File: src/rtl/btn_gesture_decoder.sv
// Per-button gesture classifier: turns debounced levels into short, long and
// double press pulses plus a held level, one independent FSM per channel.
module btn_gesture_decoder #(
  parameter int BTN_COUNT   = 2,
  parameter int LONG_CYCLES = 12000000,
  parameter int GAP_CYCLES  = 6000000
) (
  input  logic                 clk,
  input  logic                 reset_n,
  input  logic [BTN_COUNT-1:0] level,
  output logic [BTN_COUNT-1:0] press_short,
  output logic [BTN_COUNT-1:0] press_long,
  output logic [BTN_COUNT-1:0] press_double,
  output logic [BTN_COUNT-1:0] held
);

  localparam int MAX_CYCLES = (LONG_CYCLES > GAP_CYCLES) ? LONG_CYCLES : GAP_CYCLES;
  localparam int CNT_W      = $clog2(MAX_CYCLES + 1);

  localparam logic [CNT_W-1:0] CNT_ONE   = CNT_W'(1);
  localparam logic [CNT_W-1:0] LONG_LAST = CNT_W'(LONG_CYCLES);
  localparam logic [CNT_W-1:0] GAP_LAST  = CNT_W'(GAP_CYCLES);

  typedef enum logic [2:0] {
    ST_IDLE,
    ST_PRESS1,
    ST_LONG_HELD,
    ST_GAP,
    ST_PRESS2
  } state_t;

  state_t               state_q [BTN_COUNT];
  state_t               state_d [BTN_COUNT];
  logic [CNT_W-1:0]     cnt_q   [BTN_COUNT];
  logic [CNT_W-1:0]     cnt_d   [BTN_COUNT];
  logic [BTN_COUNT-1:0] level_q;
  logic [BTN_COUNT-1:0] rise;
  logic [BTN_COUNT-1:0] short_d;
  logic [BTN_COUNT-1:0] long_d;
  logic [BTN_COUNT-1:0] double_d;
  logic [BTN_COUNT-1:0] held_d;

  assign rise = level & ~level_q;

  always_comb begin
    // NOTE: every signal written here gets a default first so no path leaves it unassigned, which would infer a latch.
    short_d  = '0;
    long_d   = '0;
    double_d = '0;
    held_d   = held;
    for (int i = 0; i < BTN_COUNT; i++) begin
      state_d[i] = state_q[i];
      cnt_d[i]   = cnt_q[i];
      case (state_q[i])
        ST_IDLE: begin
          if (rise[i]) begin
            state_d[i] = ST_PRESS1;
            cnt_d[i]   = CNT_ONE;
          end
        end
        ST_PRESS1: begin
          if (!level[i]) begin
            state_d[i] = ST_GAP;
            cnt_d[i]   = CNT_ONE;
          end else if ((cnt_q[i] + CNT_ONE) == LONG_LAST) begin
            long_d[i]  = 1'b1;
            held_d[i]  = 1'b1;
            state_d[i] = ST_LONG_HELD;
          end else begin
            cnt_d[i] = cnt_q[i] + CNT_ONE;
          end
        end
        ST_LONG_HELD: begin
          if (!level[i]) begin
            held_d[i]  = 1'b0;
            state_d[i] = ST_IDLE;
          end
        end
        ST_GAP: begin
          // A re-press on the very sample the gap would expire still counts as a double.
          if (level[i]) begin
            state_d[i] = ST_PRESS2;
          end else if ((cnt_q[i] + CNT_ONE) == GAP_LAST) begin
            short_d[i] = 1'b1;
            state_d[i] = ST_IDLE;
          end else begin
            cnt_d[i] = cnt_q[i] + CNT_ONE;
          end
        end
        ST_PRESS2: begin
          if (!level[i]) begin
            double_d[i] = 1'b1;
            state_d[i]  = ST_IDLE;
          end
        end
        default: state_d[i] = ST_IDLE;
      endcase
    end
  end

  // NOTE: state registers use non-blocking assignments so all flops update together at the edge.
  always_ff @(posedge clk) begin
    if (!reset_n) begin
      // NOTE: level_q resets to ones so a button held through reset must be released before it can rise.
      level_q      <= '1;
      press_short  <= '0;
      press_long   <= '0;
      press_double <= '0;
      held         <= '0;
      for (int i = 0; i < BTN_COUNT; i++) begin
        state_q[i] <= ST_IDLE;
        cnt_q[i]   <= '0;
      end
    end else begin
      level_q      <= level;
      press_short  <= short_d;
      press_long   <= long_d;
      press_double <= double_d;
      held         <= held_d;
      for (int i = 0; i < BTN_COUNT; i++) begin
        state_q[i] <= state_d[i];
        cnt_q[i]   <= cnt_d[i];
      end
    end
  end

endmodule

File: config.mk
export PLATFORM = sky130hd
export DESIGN_NAME = btn_gesture_decoder
export DESIGN_NICKNAME = d
export VERILOG_FILES = /design/src/rtl/btn_gesture_decoder.sv
export SDC_FILE = /design/constraint.sdc
export NUM_CORES = 1
export LEC_CHECK = 0
export CORE_ASPECT_RATIO = 1.4
export CORE_UTILIZATION = 46
export DETAILED_ROUTE_END_ITERATION = 10
export PLACE_DENSITY = 0.7
export RECOVER_POWER = 100
export SLEW_MARGIN = 20
export SYNTH_ARGS = -nofsm -noshare
export SYNTH_HDL_FRONTEND = slang
export SYNTH_SLANG_ARGS = --single-unit
File: constraint.sdc
create_clock -name clk -period 3.98 [get_ports clk]
set_clock_uncertainty 0.15 [all_clocks]
set_input_delay 0.796 -clock clk [delete_from_list [all_inputs] [get_ports clk]]
set_output_delay 0.796 -clock clk [all_outputs]
set_load 0.02 [all_outputs]
==> results by group <==
Outcome
  • Status: finished clean

Clock network
  • TritonCTS Buffers: 9
  • Clock Sinks: 64
  • Clock buffer depth: 2
  • Worst-path clk slew: 0.06 ns
  • CTS H-Tree Depth: 3
  • Clk Latency, worst-skew pair: 0.34 ns
  • Root Driver: clkbuf_16
  • CTS hold repair buffers: 0
  • CTS tree: built

Synth
  • EDFF count, synth: 0
  • Distinct cells, synth: 76
  • Register area share after synthesis: 28.60%
  • Post-Synthesis Cell Area: 4481 um2
  • Async S/R FF share, synth: 0%
  • Seq cells post-synth: 64
  • Synthesis Warnings: 0
  • Post-synthesis net count: 600
  • Syn Area/Cell: 7.556 um2
  • Synth Instances: 593
  • Post-synth top flop: dfxtp_1

Worst setup path
  • Maximum fanout along the worst path: 8
  • Nature of the critical path endpoint: flop
  • Setup slack, reg-to-reg: 0.26 ns
  • Worst-path cell chain: ha_1 > nand3_1 > nor4_4 > nand3_2 > xor2_1 > or4_1 > nor4_4 > o22a_1 > nor2_1 > a41o_1
  • Most common cell on crit path: nor4_4
  • CP max-delay cell: or4_1
  • Worst EP required: 4.06 ns
  • Arrival time of the worst setup path: 3.80 ns
  • Critical Path Source Type: flop
  • Reg2reg start: cnt_q[0][0]
  • Critical Path Max Stage Delay: 0.47 ns
  • Critical setup path kind: reg2reg
  • Worst reg2reg path depth: 10
  • Worst r2r dst: cnt_q[0][7]

Power
  • Worst VDD drop: 0.2181 mV
  • PD cells: 325.2 nW/um2
  • Leak Pwr: 1.718 nW

Placed design
  • Placer Congestion: 0.9428
  • Port Buffers: 11
  • Placed cell area: 4668 um2
  • HPWL Detailed: 8.768 mm

Global routing
  • M1 GR Usage: 28.06%
  • Initial antenna violation count: 0
  • All-layer global routing usage: 25.32%
  • Largest net degree at the start of global routing: 26
  • First-pass GRT wire length: 20.60 mm
  • M2 GR Usage: 44.15%
  • Global route hottest layer: met2
  • Met3 Use GR: 3.911%
  • Grt ovf: 0
  • Vias in the first global route: 4328

Finish
  • Nets@finish: 593
  • Diode count: 0
  • Layout area overhead: 11.20%
  • Post-route cell area: 4982 um2
  • Fraction of layout cells with a size suffix above 1: 11.34%
  • Leading cell types in the layout, fill and taps excluded: dfxtp_1 (64), nand2_1 (54), nor2_1 (47)
  • Commonest non-fill, non-tap cell in the layout: dfxtp_1

Timing
  • Final setup viols: 0
  • Slew @ Worst Pin: 0.8632 ns
  • Final min period: 3.719 ns
  • Fin. Hold Viols: 0
  • Period utilization: 93.44%
  • Relative slew slack: 42.39%
  • Max Slew Vio Count: 0
  • Final TNS setup: 0 ns
  • Unrepaired setup endpoints after global routing: false
  • FMAX: 268.9 MHz

Floorplan
  • Starting Density: 47.37%
  • Core area: 9459 um2
  • Die width: 85.41 um
  • Die area: 10140 um2
  • Die Y: 118.8 um
  • Boundary Pins: 12
  • Cell Rows: 42

Worst hold path
  • Min-delay worst type: reg2reg
  • Hold path start: held[1]
  • Hold Crit Depth: 2
  • Worst Hold End: held[1]

Job
  • Max cap viols: 0

Route
  • WL per Instance: 17.60 um
  • DR vias/cell: 6.578
  • Routed vias: 4611
  • WL final: 12.34 mm
  • DRC viols: 0
  • Final ANT Viol Nets: 0
  • Initial drt markers: 325
  • Pre-antenna DRT Iters: 5
==> area by class of cell <==
cell class                 instances  area [um2]
clock buffer                      11       252.7
clock inverter                     5       62.56
fill                             899        4477
inverter                          13       48.80
multi-input combinational        464        2933
sequential                        64        1281
tap                              110       137.6
timing repair buffer              34       266.5
==> cells in the mapped netlist, types with 10 or more instances <==
cell      count  area share (%)
nor4_1       10             1.4
nand3_1      27             3.0
a31oi_1      25             3.5
clkbuf_1     37             3.1
dfxtp_1      64              29
a21oi_1      31             3.5
buf_2        10             1.1
nand2_1      54             4.5
o21ai_0      29             3.2
nor2_1       47             3.9
inv_1        13             1.1
nand4_1      17             2.4
nor3_1       25             2.8
xnor2_1      11             2.2
nand2b_1     16             2.2
==> flip-flops by register name (all words and copies together), names as in the netlist <==
signal        flops
level_q           2
cnt_q            48
state_q           6
press_double      2
press_long        2
held              2
press_short       2
==> cell families after synthesis <==
kind of cell / count (synthesis) / share of synthesized area, %
buffers and inverters: 65 / 5.948
XOR/XNOR: 19 / 3.714
AO/OA/AOI/OAI: 175 / 27.14
AND/OR/NAND/NOR: 259 / 31.95
flip-flops: 64 / 28.60
adder cells (fa/ha/maj): 3 / 0.8378
multiplexers: 8 / 1.815
==> through the flow <==
step	hold slack, ns	instances	total power [mW]	worst slack (ns)	util, %
after global routing	0.3701	701	1.674	0.02401	52.67
after detailed placement	0.3422	683	0.7924	0.1477	49.35
after global placement	0.3266	683	0.7887	0.1363	49.35
after CTS	0.3509	699	1.631	0.1240	52.69
final	0.3478	701	1.620	0.2609	52.67
after floorplan	0.2977	593	0.7564	0.7973	-
==> critical path: cells and delay by family, from the launching register on <==
family	cells	cell delay [ns]
flops	1	0.41
compound gates	2	0.56
fa+ha+maj	1	0.29
simple gates	6	2.03
xor+xnor	1	0.17
==> how the worst max path moves through the flow <==
stage                start           end  slack (ns)  depth (start not counted)
6_report       cnt_q[0][0]   cnt_q[0][7]        0.26                         10
3_5_place_dp   cnt_q[0][0]   cnt_q[0][8]        0.15                         10
3_3_place_gp   cnt_q[0][0]  cnt_q[0][22]        0.14                         10
2_1_floorplan  cnt_q[0][0]  cnt_q[0][16]        0.80                         10
5_1_grt        cnt_q[0][0]   cnt_q[0][0]        0.02                         10
4_1_cts        cnt_q[0][0]   cnt_q[0][8]        0.12                         10
==> metal layers <==
metal	share of wire, %	wire length [um]	vias to the layer above
met4	4.4	547	0
li1	-	-	2229
met2	51	6355	160
met1	40	4944	2179
met3	4.0	492	43
met5	0	0	-
==> what timing repair did <==
action	CTS	global route
buffers inserted	0	2
setup endpoints to repair	0	30
resized for setup	0	2
hold endpoints to repair	0	0
==> report_power, final <==
group | switching (mW) | internal [mW]
Sequential | 0.0129 | 0.647
Combinational | 0.0805 | 0.0381
Clock | 0.318 | 0.523
Note: power is estimated with default switching activity, not from simulation.
